## config.mk

```make
export PLATFORM = sky130hd
export DESIGN_NAME = sixteen_bit_accumulator_ctrl
export DESIGN_NICKNAME = d
export VERILOG_FILES = /design/src/rtl/sixteen_bit_accumulator_ctrl.sv
export SDC_FILE = /design/constraint.sdc
export NUM_CORES = 1
export LEC_CHECK = 0
export ABC_AREA = 1
export BUFFER_PORTS_ARGS = -buffer_cell sky130_fd_sc_hd__buf_2
export CAP_MARGIN = 40
export CORE_MARGIN = 2
export CORE_UTILIZATION = 50
export CTS_BUF_LIST = sky130_fd_sc_hd__clkbuf_8
export CTS_CLUSTER_SIZE = 25
export DETAILED_ROUTE_END_ITERATION = 10
export PLACE_DENSITY = 0.81
export SLEW_MARGIN = 20
export SYNTH_ARGS = -nofsm -noshare
export SYNTH_HDL_FRONTEND = slang
export SYNTH_SLANG_ARGS = --single-unit
```

## constraint.sdc

```tcl
create_clock -name clk -period 2.3 [get_ports clk]
set_clock_uncertainty 0.1 [all_clocks]
set_input_delay 0.46 -clock clk [delete_from_list [all_inputs] [get_ports clk]]
set_output_delay 0.46 -clock clk [all_outputs]
set_load 0.005 [all_outputs]
```

## src/rtl/sixteen_bit_accumulator_ctrl.sv

```systemverilog
// Accumulating control stage around an external combinational 16-bit adder.
// Collects a frame of operands over valid/ready and presents total, carry and count.
module sixteen_bit_accumulator_ctrl #(
    parameter int WIDTH = 16,
    parameter int CNT_W = 8
) (
    input  logic             clk,
    input  logic             rst_n,
    input  logic [WIDTH-1:0] in_data,
    input  logic             in_valid,
    input  logic             in_last,
    output logic             in_ready,
    output logic [WIDTH-1:0] adder_a,
    output logic [WIDTH-1:0] adder_b,
    input  logic [WIDTH-1:0] adder_sum,
    output logic [WIDTH-1:0] out_sum,
    output logic             out_carry,
    output logic [CNT_W-1:0] out_count,
    output logic             out_valid,
    input  logic             out_ready
);

    typedef enum logic [1:0] {
        ST_IDLE  = 2'd0,
        ST_ACCUM = 2'd1,
        ST_DONE  = 2'd2
    } state_t;

    localparam logic [CNT_W-1:0] CNT_MAX = {CNT_W{1'b1}};
    localparam logic [CNT_W-1:0] CNT_ONE = CNT_W'(1);

    state_t           state_r;
    logic [WIDTH-1:0] acc_r;
    logic [CNT_W-1:0] count_r;
    logic             carry_r;
    logic             in_ready_r;
    logic             out_valid_r;
    logic [WIDTH-1:0] out_sum_r;
    logic             out_carry_r;
    logic [CNT_W-1:0] out_count_r;

    logic             acc_en_s;
    logic             cout_s;
    logic             carry_next_s;
    logic [CNT_W-1:0] count_next_s;

    assign acc_en_s = in_valid & in_ready_r;
    assign adder_b  = in_data;

    // Adder operand A: the running total, forced to zero while no operand is held.
    always_comb begin
        adder_a = {WIDTH{1'b0}};
        if (state_r == ST_IDLE) begin
            adder_a = {WIDTH{1'b0}};
        end else begin
            adder_a = acc_r;
        end
    end

    // Carry out of the MSB reconstructed from operand and sum sign bits.
    always_comb begin
        cout_s       = (adder_a[WIDTH-1] & in_data[WIDTH-1])
                     | ((adder_a[WIDTH-1] ^ in_data[WIDTH-1]) & ~adder_sum[WIDTH-1]);
        carry_next_s = carry_r | cout_s;
        if (count_r == CNT_MAX) begin
            count_next_s = count_r;
        end else begin
            count_next_s = count_r + CNT_ONE;
        end
    end

    // Frame FSM with running state and registered output handshake fields.
    always_ff @(posedge clk or negedge rst_n) begin
        if (!rst_n) begin
            state_r     <= ST_IDLE;
            acc_r       <= {WIDTH{1'b0}};
            count_r     <= {CNT_W{1'b0}};
            carry_r     <= 1'b0;
            in_ready_r  <= 1'b1;
            out_valid_r <= 1'b0;
            out_sum_r   <= {WIDTH{1'b0}};
            out_carry_r <= 1'b0;
            out_count_r <= {CNT_W{1'b0}};
        end else begin
            case (state_r)
                ST_IDLE, ST_ACCUM: begin
                    if (acc_en_s) begin
                        acc_r   <= adder_sum;
                        count_r <= count_next_s;
                        carry_r <= carry_next_s;
                        if (in_last) begin
                            state_r     <= ST_DONE;
                            in_ready_r  <= 1'b0;
                            out_valid_r <= 1'b1;
                            out_sum_r   <= adder_sum;
                            out_carry_r <= carry_next_s;
                            out_count_r <= count_next_s;
                        end else begin
                            state_r <= ST_ACCUM;
                        end
                    end
                end
                ST_DONE: begin
                    if (out_ready) begin
                        state_r     <= ST_IDLE;
                        acc_r       <= {WIDTH{1'b0}};
                        count_r     <= {CNT_W{1'b0}};
                        carry_r     <= 1'b0;
                        in_ready_r  <= 1'b1;
                        out_valid_r <= 1'b0;
                        out_sum_r   <= {WIDTH{1'b0}};
                        out_carry_r <= 1'b0;
                        out_count_r <= {CNT_W{1'b0}};
                    end
                end
                default: begin
                    state_r     <= ST_IDLE;
                    acc_r       <= {WIDTH{1'b0}};
                    count_r     <= {CNT_W{1'b0}};
                    carry_r     <= 1'b0;
                    in_ready_r  <= 1'b1;
                    out_valid_r <= 1'b0;
                    out_sum_r   <= {WIDTH{1'b0}};
                    out_carry_r <= 1'b0;
                    out_count_r <= {CNT_W{1'b0}};
                end
            endcase
        end
    end

    assign in_ready  = in_ready_r;
    assign out_valid = out_valid_r;
    assign out_sum   = out_sum_r;
    assign out_carry = out_carry_r;
    assign out_count = out_count_r;

endmodule

```

# [Word level (Yosys, flattened, before mapping)]
# Index checks and enable logic that the tools add are counted.
[classes] reduce_logical=4 n_bitwise=7 n_addsub=1 n_mux=31 eq_ne=6
[op_table] op="$mux W16" count=5
[op_table] op="$pmux W16 S2" count=2
[op_table] op="$mux W8" count=5
[op_table] op="$pmux W8 S2" count=2
[op_table] op="$mux W1" count=9
[op_table] op="$add A8 B1 Y8 const B" count=1
[op_table] op="$eq A8 B8 Y1 const B" count=1
[op_table] op="$pmux W1 S2" count=4
[op_table] op="$mux W2" count=3
[op_table] op="$ne A2 B2 Y1 const B" count=3
[op_table] op="$pmux W2 S2" count=1
[op_table] op="$and A1 B1 Y1" count=3
[op_table] op="$reduce_and A3 Y1" count=1
[op_table] op="$eq A2 B1 Y1 const B" count=1
[op_table] op="$eq A2 B2 Y1 const B" count=1
[op_table] op="$logic_not A2 Y1" count=1
[op_table] op="$or A1 B1 Y1" count=2
[op_table] op="$reduce_and A2 Y1" count=1
[op_table] op="$reduce_or A2 Y1" count=1
[op_table] op="$not A1 Y1" count=1
[op_table] op="$xor A1 B1 Y1" count=1
[word_totals] ff_bits=54

# [Logic depth before layout (Yosys ltp)]
# Gate-level depths: netlist of the first run.
[logic_depth] word_depth=9 mapped_depth=9 mapped_depth_nobuf=8

# [Least setup slack after synthesis of the first run]
# Ideal clock, no wire load.
[synth_timing] path_type="register to register" from="reg state_r[1]" to="reg carry_r" path_stages_with_launch=9 arrival_ns=1.507 n_path_buf=1 setup_ns=0.121 synth_period_minus_slack_ns=1.727 slack_ns=0.573 cell_sequence="dfrtp_1 > buf_2 > nor2_1 > nor2_1 > ha_1 > a21oi_1 > a21oi_1 > nand2_1 > o21ai_1"
[synth_via] elab_chain_len=8
[synth_rtl] item="from (decl)" line_no="32" rtl="state_t state_r;"
[synth_rtl] item="from (signal assigned)" line_no="75" rtl="state_r <= ST_IDLE;"
[synth_rtl] item="from (signal assigned)" line_no="92" rtl="state_r <= ST_DONE;"
[synth_rtl] item="from (signal assigned)" line_no="99" rtl="state_r <= ST_ACCUM;"
[synth_rtl] item="$logic_not A2 Y1 (*)" line_no="53" rtl="if (state_r == ST_IDLE) begin"
[synth_rtl] item="$mux W16 (*)" line_no="53"
[synth_rtl] item="net adder_a[15]" line_no="13" rtl="output logic [WIDTH-1:0] adder_a,"
[synth_rtl] item="$xor A1 B1 Y1" line_no="63" rtl="| ((adder_a[WIDTH-1] ^ in_data[WIDTH-1]) & ~adder_sum[WIDTH-1]);"
[synth_rtl] item="$and A1 B1 Y1" line_no="63"
[synth_rtl] item="$or A1 B1 Y1 (*)" line_no="63"
[synth_rtl] item="$or A1 B1 Y1 (*)" line_no="64" rtl="carry_next_s = carry_r | cout_s;"
[synth_rtl] item="$mux W1 (*)" line_no="87" rtl="if (acc_en_s) begin"
[synth_rtl] item="$pmux W1 S2 (*)" line_no="85" rtl="case (state_r)"
[synth_rtl] item="to (signal assigned)" line_no="90" rtl="carry_r <= carry_next_s;"
[synth_rtl] item="to (decl)" line_no="35" rtl="logic carry_r;"
# The timed path passes the listed nets; every way through them passes the cells marked *. The select of a mux whose other input is x is not followed.
# A chain may end at the register's enable or synchronous reset.

# [Worst setup path in the final report of the first run]
[layout_timing] from="reg state_r[1]" to="out adder_a[12]"
[layout_via] elab_chain_len=2
[layout_rtl] item="$logic_not A2 Y1" line_no="53"
[layout_rtl] item="$mux W16" line_no="53"
[layout_rtl] item="to (decl)" line_no="13"
# No other way between the ends.

==> reports/summary.txt, run 1 <==
FF-to-FF End: acc_r[7]
Internal power: 2180 uW
Most common cell after layout, fill and taps aside: nand2_1
Final clock period utilization by the worst path: 0.875
Worst-Margin Slew: 0.590 ns
Drt pass-1 iters: 4
Die area: 5780 sq um
Area delta synth->final: 13.5%
Die W: 76.0 microns
Max FO, Critical Path: 15
Sequential share of the synthesized area: 0.521
Syn avg cell area: 7.98 sq um
Clock transition at path regs: 0.09 ns
Post-Route Setup TNS: 0 ns
Port Buffers: 65
Dpl cells: 435
Share of cells above drive strength 1: 0.225
Hold crit path type: in -> async
Max clock buf depth: 2
Vias: 2,135
Yosys synthesis warning count: 0
Remaining antenna violation count: 0
Core Area: 5040 sq um
Worst Setup Path Type: reg -> out
Clk network pwr share: 0.176
H-tree depth: 2
Routed wire per std cell: 12.1 microns
Max Slew Vio Count: 0
Vias per cell: 4.82
Iter 0 DRT Violations: 185
HPWL after detailed placement: 3990 microns
Worst reg-to-reg setup slack: 0.37 ns
Synthesized cell area: 2590 sq um
Slew HR: 0.606
Total gr overflow: 0
DR DRC count: 0
CTS resizes: 0
Rows: 26
TritonCTS clock tree: yes
Sequential Power Share: 0.433
Comb power frac: 0.391
WHS: -0.0103 ns
Final Hold Viols: 18
GPL Wtd Cong: 0.891
Clock latency at the later pin of the worst-skew pair: 0.31 ns
Commonest non-fill, non-tap cells in the layout: 112 x nand2_1, 65 x buf_2, 53 x dfrtp_1, 33 x inv_1, 33 x nor2_1
Failing checks: hold timing
Peak Freq: 497 MHz
Antenna violations before repair: 0
NetSw: 1320 uW
Vias in the first global route: 2,087
Gr usage total: 0.194
# IOs: 96
CTS Buf Count: 5
Largest net degree at the start of global routing: 42
Antenna cell count: 0
Yosys reg bits: 54
Arr. time, crit path: 1.45 ns
Setup Buffers After CTS: 0
Peak supply drop: 0.575 mV
Leak: 0.00169 uW
CTS Sinks: 54
Status: complete, but fails checks
Syn nets: 364
FF-to-FF path depth: 7
Final wirelength: 5380 microns
Pwr dens: 1190 nW/um^2
RSZ-0062 raised after global routing: false
Clk root buf: clkbuf_8
Tmin final: 2.01 ns
R2r startpoint: state_r[1]
Distinct cells, synth: 22
Global-route wire length before repair: 9070 microns
Max_cap viols: 0
CP Capture Type: primary output
Mapped Cells: 325
Post-CTS Hold Buffers: 0
Net switching fraction of the power: 0.377
Fin nets: 411
Die height: 76.0 microns
Non-filler cells, final: 443
Setup violators final: 0
Initial Util: 0.515
Startpoint types: flop
CP required: 1.74 ns
routing by layer:
layer,track usage,part of all wire,up-vias
met3,0.0415,0.050,14
met5,0,0,-
met4,0.0873,0.022,0
met2,0.330,0.49,62
li1,-,-,1077
met1,0.238,0.43,982
layout make-up:
class | count | area [sq um]
multi-input combinational | 208 | 903
fill | 460 | 2100
clock inverter | 3 | 37.5
clock buffer | 5 | 68.8
timing repair buffer | 68 | 360
tap | 70 | 87.6
inverter | 35 | 134
sequential | 54 | 1350
worst max-delay path by stage:
| stage | startpoint | to | slack (ns) | cells past startpoint |
|---|---|---|---|---|
| global route | state_r[1] | acc_r[11] | 0.18 | 7 |
| global placement | state_r[1] | acc_r[8] | 0.53 | 7 |
| finish | state_r[1] | adder_a[12] | 0.29 | 4 |
| floorplan | state_r[1] | carry_r | 0.57 | 8 |
| detailed placement | state_r[1] | count_r[2] | 0.42 | 7 |
| CTS | state_r[1] | adder_a[13] | 0.28 | 4 |
sequential cells by signal (all words and copies together) (netlist names):
register   flops
out_carry      1
state_r        2
out_count      8
carry_r        1
count_r        8
in_ready       1
acc_r         16
out_valid      1
out_sum       16
power by group through the flow:
stage	Combinational (uW)	Sequential, uW	Clock [uW]
after CTS	1390	1510	623
final	1370	1510	615
after detailed placement	1380	1530	0
after floorplan	903	1520	0
after global placement	1340	1520	0
after global routing	1570	1560	658
critical path, cell delays in order, from the launching register on:
cell	delay, ns
dfrtp_1	0.51
nor2_1	0.20
buf_4	0.24
nor2_1	0.07
buf_2	0.13
through the flow:
stage / setup slack [ns] / power (uW) / utilization / area (sq um)
5_1_grt: 0.178 / 3780 / 0.584 / 2940
4_1_cts: 0.284 / 3520 / 0.584 / 2940
3_5_place_dp: 0.424 / 2910 / 0.563 / 2840
3_3_place_gp: 0.528 / 2860 / 0.563 / 2840
2_1_floorplan: 0.573 / 2420 / - / 2590
6_report: 0.287 / 3490 / 0.584 / 2940
kinds of logic after synthesis:
group	Yosys count	synth area share
AND/OR/NAND/NOR	177	0.281
buffers and inverters	63	0.131
flip-flops	54	0.521
AO/OA/AOI/OAI	28	0.0540
adder cells (fa/ha/maj)	2	0.00964
XOR/XNOR	1	0.00338
Yosys cell counts (all sizes together):
cell type,count,area share
nand2,114,0.17
nor2,35,0.058
inv,35,0.052
or2,1,0.0024
a21oi,3,0.0058
dfstp,1,0.010
o21ai,25,0.048
buf,28,0.079
nand3,27,0.052
xnor2,1,0.0034
ha,2,0.0096
dfrtp,53,0.51
Power figures use the tool's default switching activity.
==> inputs of run 2 (changes only) <==
--- a/config.mk
+++ b/config.mk
@@ -14,6 +14,7 @@
 export CTS_CLUSTER_SIZE = 25
 export DETAILED_ROUTE_END_ITERATION = 10
 export PLACE_DENSITY = 0.81
+export REMOVE_ABC_BUFFERS = 1
 export SLEW_MARGIN = 20
 export SYNTH_ARGS = -nofsm -noshare
 export SYNTH_HDL_FRONTEND = slang
==> reports/summary.txt, run 2 (synthesis gave the netlist of run 1 again) <==
Core Area: 5040 sq um (unchanged)
Post-Route Setup TNS: 0 ns (unchanged)
Antenna cell count: 0 (unchanged)
Max FO, Critical Path: 15 (unchanged)
DR DRC count: 0 (unchanged)
Leak: 0.00169 uW (about the same)
GPL Wtd Cong: 0.847 (was 0.891)
Sequential Power Share: 0.434 (was 0.433)
RSZ-0062 raised after global routing: false (unchanged)
Port Buffers: 65 (unchanged)
Slew HR: 0.598 (was 0.606)
Peak supply drop: 0.725 mV (was 0.575 mV)
R2r startpoint: state_r[1] (unchanged)
Initial Util: 0.515 (unchanged)
Drt pass-1 iters: 4 (unchanged)
Startpoint types: flop (unchanged)
Vias per cell: 4.88 (was 4.82)
Comb power frac: 0.388 (was 0.391)
Status: finished, final reports clean (was complete, but fails checks)
Clk root buf: clkbuf_8 (unchanged)
Worst-Margin Slew: 0.603 ns (was 0.590 ns)
CP required: 1.74 ns (about the same)
Rows: 26 (unchanged)
Setup WS post-layout: 0.256 ns (was 0.287 ns)
TritonCTS clock tree: yes (unchanged)
Hold crit path type: in -> async (unchanged)
Fin nets: 411 (unchanged)
Post-CTS Hold Buffers: 0 (unchanged)
CP Capture Type: primary output (unchanged)
Total gr overflow: 0 (unchanged)
Pwr dens: 1190 nW/um^2 (about the same)
Vias: 2,164 (was 2,135)
Internal power: 2180 uW (about the same)
Largest net degree at the start of global routing: 42 (unchanged)
Max_cap viols: 0 (unchanged)
Clock latency at the later pin of the worst-skew pair: 0.31 ns (about the same)
HPWL after detailed placement: 4030 microns (was 3990 microns)
Critical path origin: state_r[1] (unchanged)
Global-route wire length before repair: 10000 microns (was 9070 microns)
Max clock buf depth: 2 (unchanged)
Die area: 5780 sq um (unchanged)
Vias in the first global route: 2,137 (was 2,087)
Worst Setup Path Type: reg -> out (unchanged)
Clk network pwr share: 0.178 (was 0.176)
Final wirelength: 5660 microns (was 5380 microns)
Setup Buffers After CTS: 0 (unchanged)
H-tree depth: 2 (unchanged)
Clock transition at path regs: 0.10 ns (was 0.09 ns)
Area delta synth->final: 13.5% (about the same)
# IOs: 96 (unchanged)
Setup violators final: 0 (unchanged)
FF-to-FF End: acc_r[9] (was acc_r[7])
FF-to-FF path depth: 7 (unchanged)
Total power: 3510 uW (was 3490 uW)
Commonest non-fill, non-tap cells in the layout: 112 x nand2_1, 65 x buf_2, 53 x dfrtp_1, 33 x nor2_1, 31 x inv_1 (was 112 x nand2_1, 65 x buf_2, 53 x dfrtp_1, 33 x inv_1, 33 x nor2_1)
Net switching fraction of the power: 0.379 (was 0.377)
Share of cells above drive strength 1: 0.231 (was 0.225)
Worst Setup EP: adder_a[11] (was adder_a[12])
Arr. time, crit path: 1.48 ns (was 1.45 ns)
Gr usage total: 0.213 (was 0.194)
Die W: 76.0 microns (unchanged)
Worst reg-to-reg setup slack: 0.46 ns (was 0.37 ns)
Worst slack, placed: 0.483 ns (was 0.424 ns)
Antenna violations before repair: 0 (unchanged)
Iter 0 DRT Violations: 134 (was 185)
Die height: 76.0 microns (unchanged)
Tmin final: 2.04 ns (was 2.01 ns)
Remaining antenna violation count: 0 (unchanged)
Max Slew Vio Count: 0 (unchanged)
CTS Buf Count: 5 (unchanged)
Final-layout fill cell count: 468 (was 460)
Routed wire per std cell: 12.8 microns (was 12.1 microns)
Most common cell after layout, fill and taps aside: nand2_1 (unchanged)
Final Hold Viols: 0 (was 18)
NetSw: 1330 uW (was 1320 uW)
CTS Sinks: 54 (unchanged)
Final clock period utilization by the worst path: 0.889 (was 0.875)
CTS resizes: 0 (unchanged)
Peak Freq: 489 MHz (was 497 MHz)
run 2: changes by cell type in the layout (fill, tap and decap cells not counted), sizes merged:
cell / before / now
clkinv: 0 / 2
inv: 37 / 35
run 2: cell type report:
class                      count  area, sq um  share of cell area
sequential                    54         1350               0.459
multi-input combinational    208          903               0.307
tap                           70         87.6              0.0297
clock inverter                 3         40.0              0.0136
timing repair buffer          68          360               0.122
inverter                      35          134              0.0454
clock buffer                   5         68.8              0.0234
run 2: per-stage QoR:
step	std cells	area (sq um)	utilization	hold WS [ns]
floorplan	297	2390	-	0.0644
global placement	435	2840	0.563	0.348
detailed placement	435	2840	0.563	0.354
CTS	443	2950	0.584	0.0610
global route	443	2950	0.584	0.0750
finish	443	2950	0.584	0.0433
run 2: how the worst min path moves through the flow:
stage                 from           to  slack (ns)
2_1_floorplan        rst_n     acc_r[0]        0.06
6_report             rst_n     acc_r[6]        0.04
3_3_place_gp   out_sum[14]  out_sum[14]        0.35
5_1_grt              rst_n     acc_r[6]        0.07
3_5_place_dp   out_sum[13]  out_sum[13]        0.35
4_1_cts              rst_n     acc_r[6]        0.06
run 2: per-layer routing:
layer	up-vias	GRT usage	share of wire
met1	987	0.283	0.44
li1	1075	-	-
met3	9	0.0675	0.084
met5	-	0	0
met4	0	0.0618	0.013
met2	93	0.338	0.46
run 2: power by group through the flow:
stage	registers, uW	logic [uW]	clock network (uW)
CTS	1530	1390	636
detailed placement	1540	1380	0
floorplan	1530	783	0
finish	1520	1360	625
global placement	1530	1340	0
global route	1570	1580	670
run 2: critical path: stages, from the launching register on:
cell and delay [ns]:
dfrtp_1 0.53, nor2_1 0.20, buf_4 0.24, nor2_1 0.07, buf_2 0.13
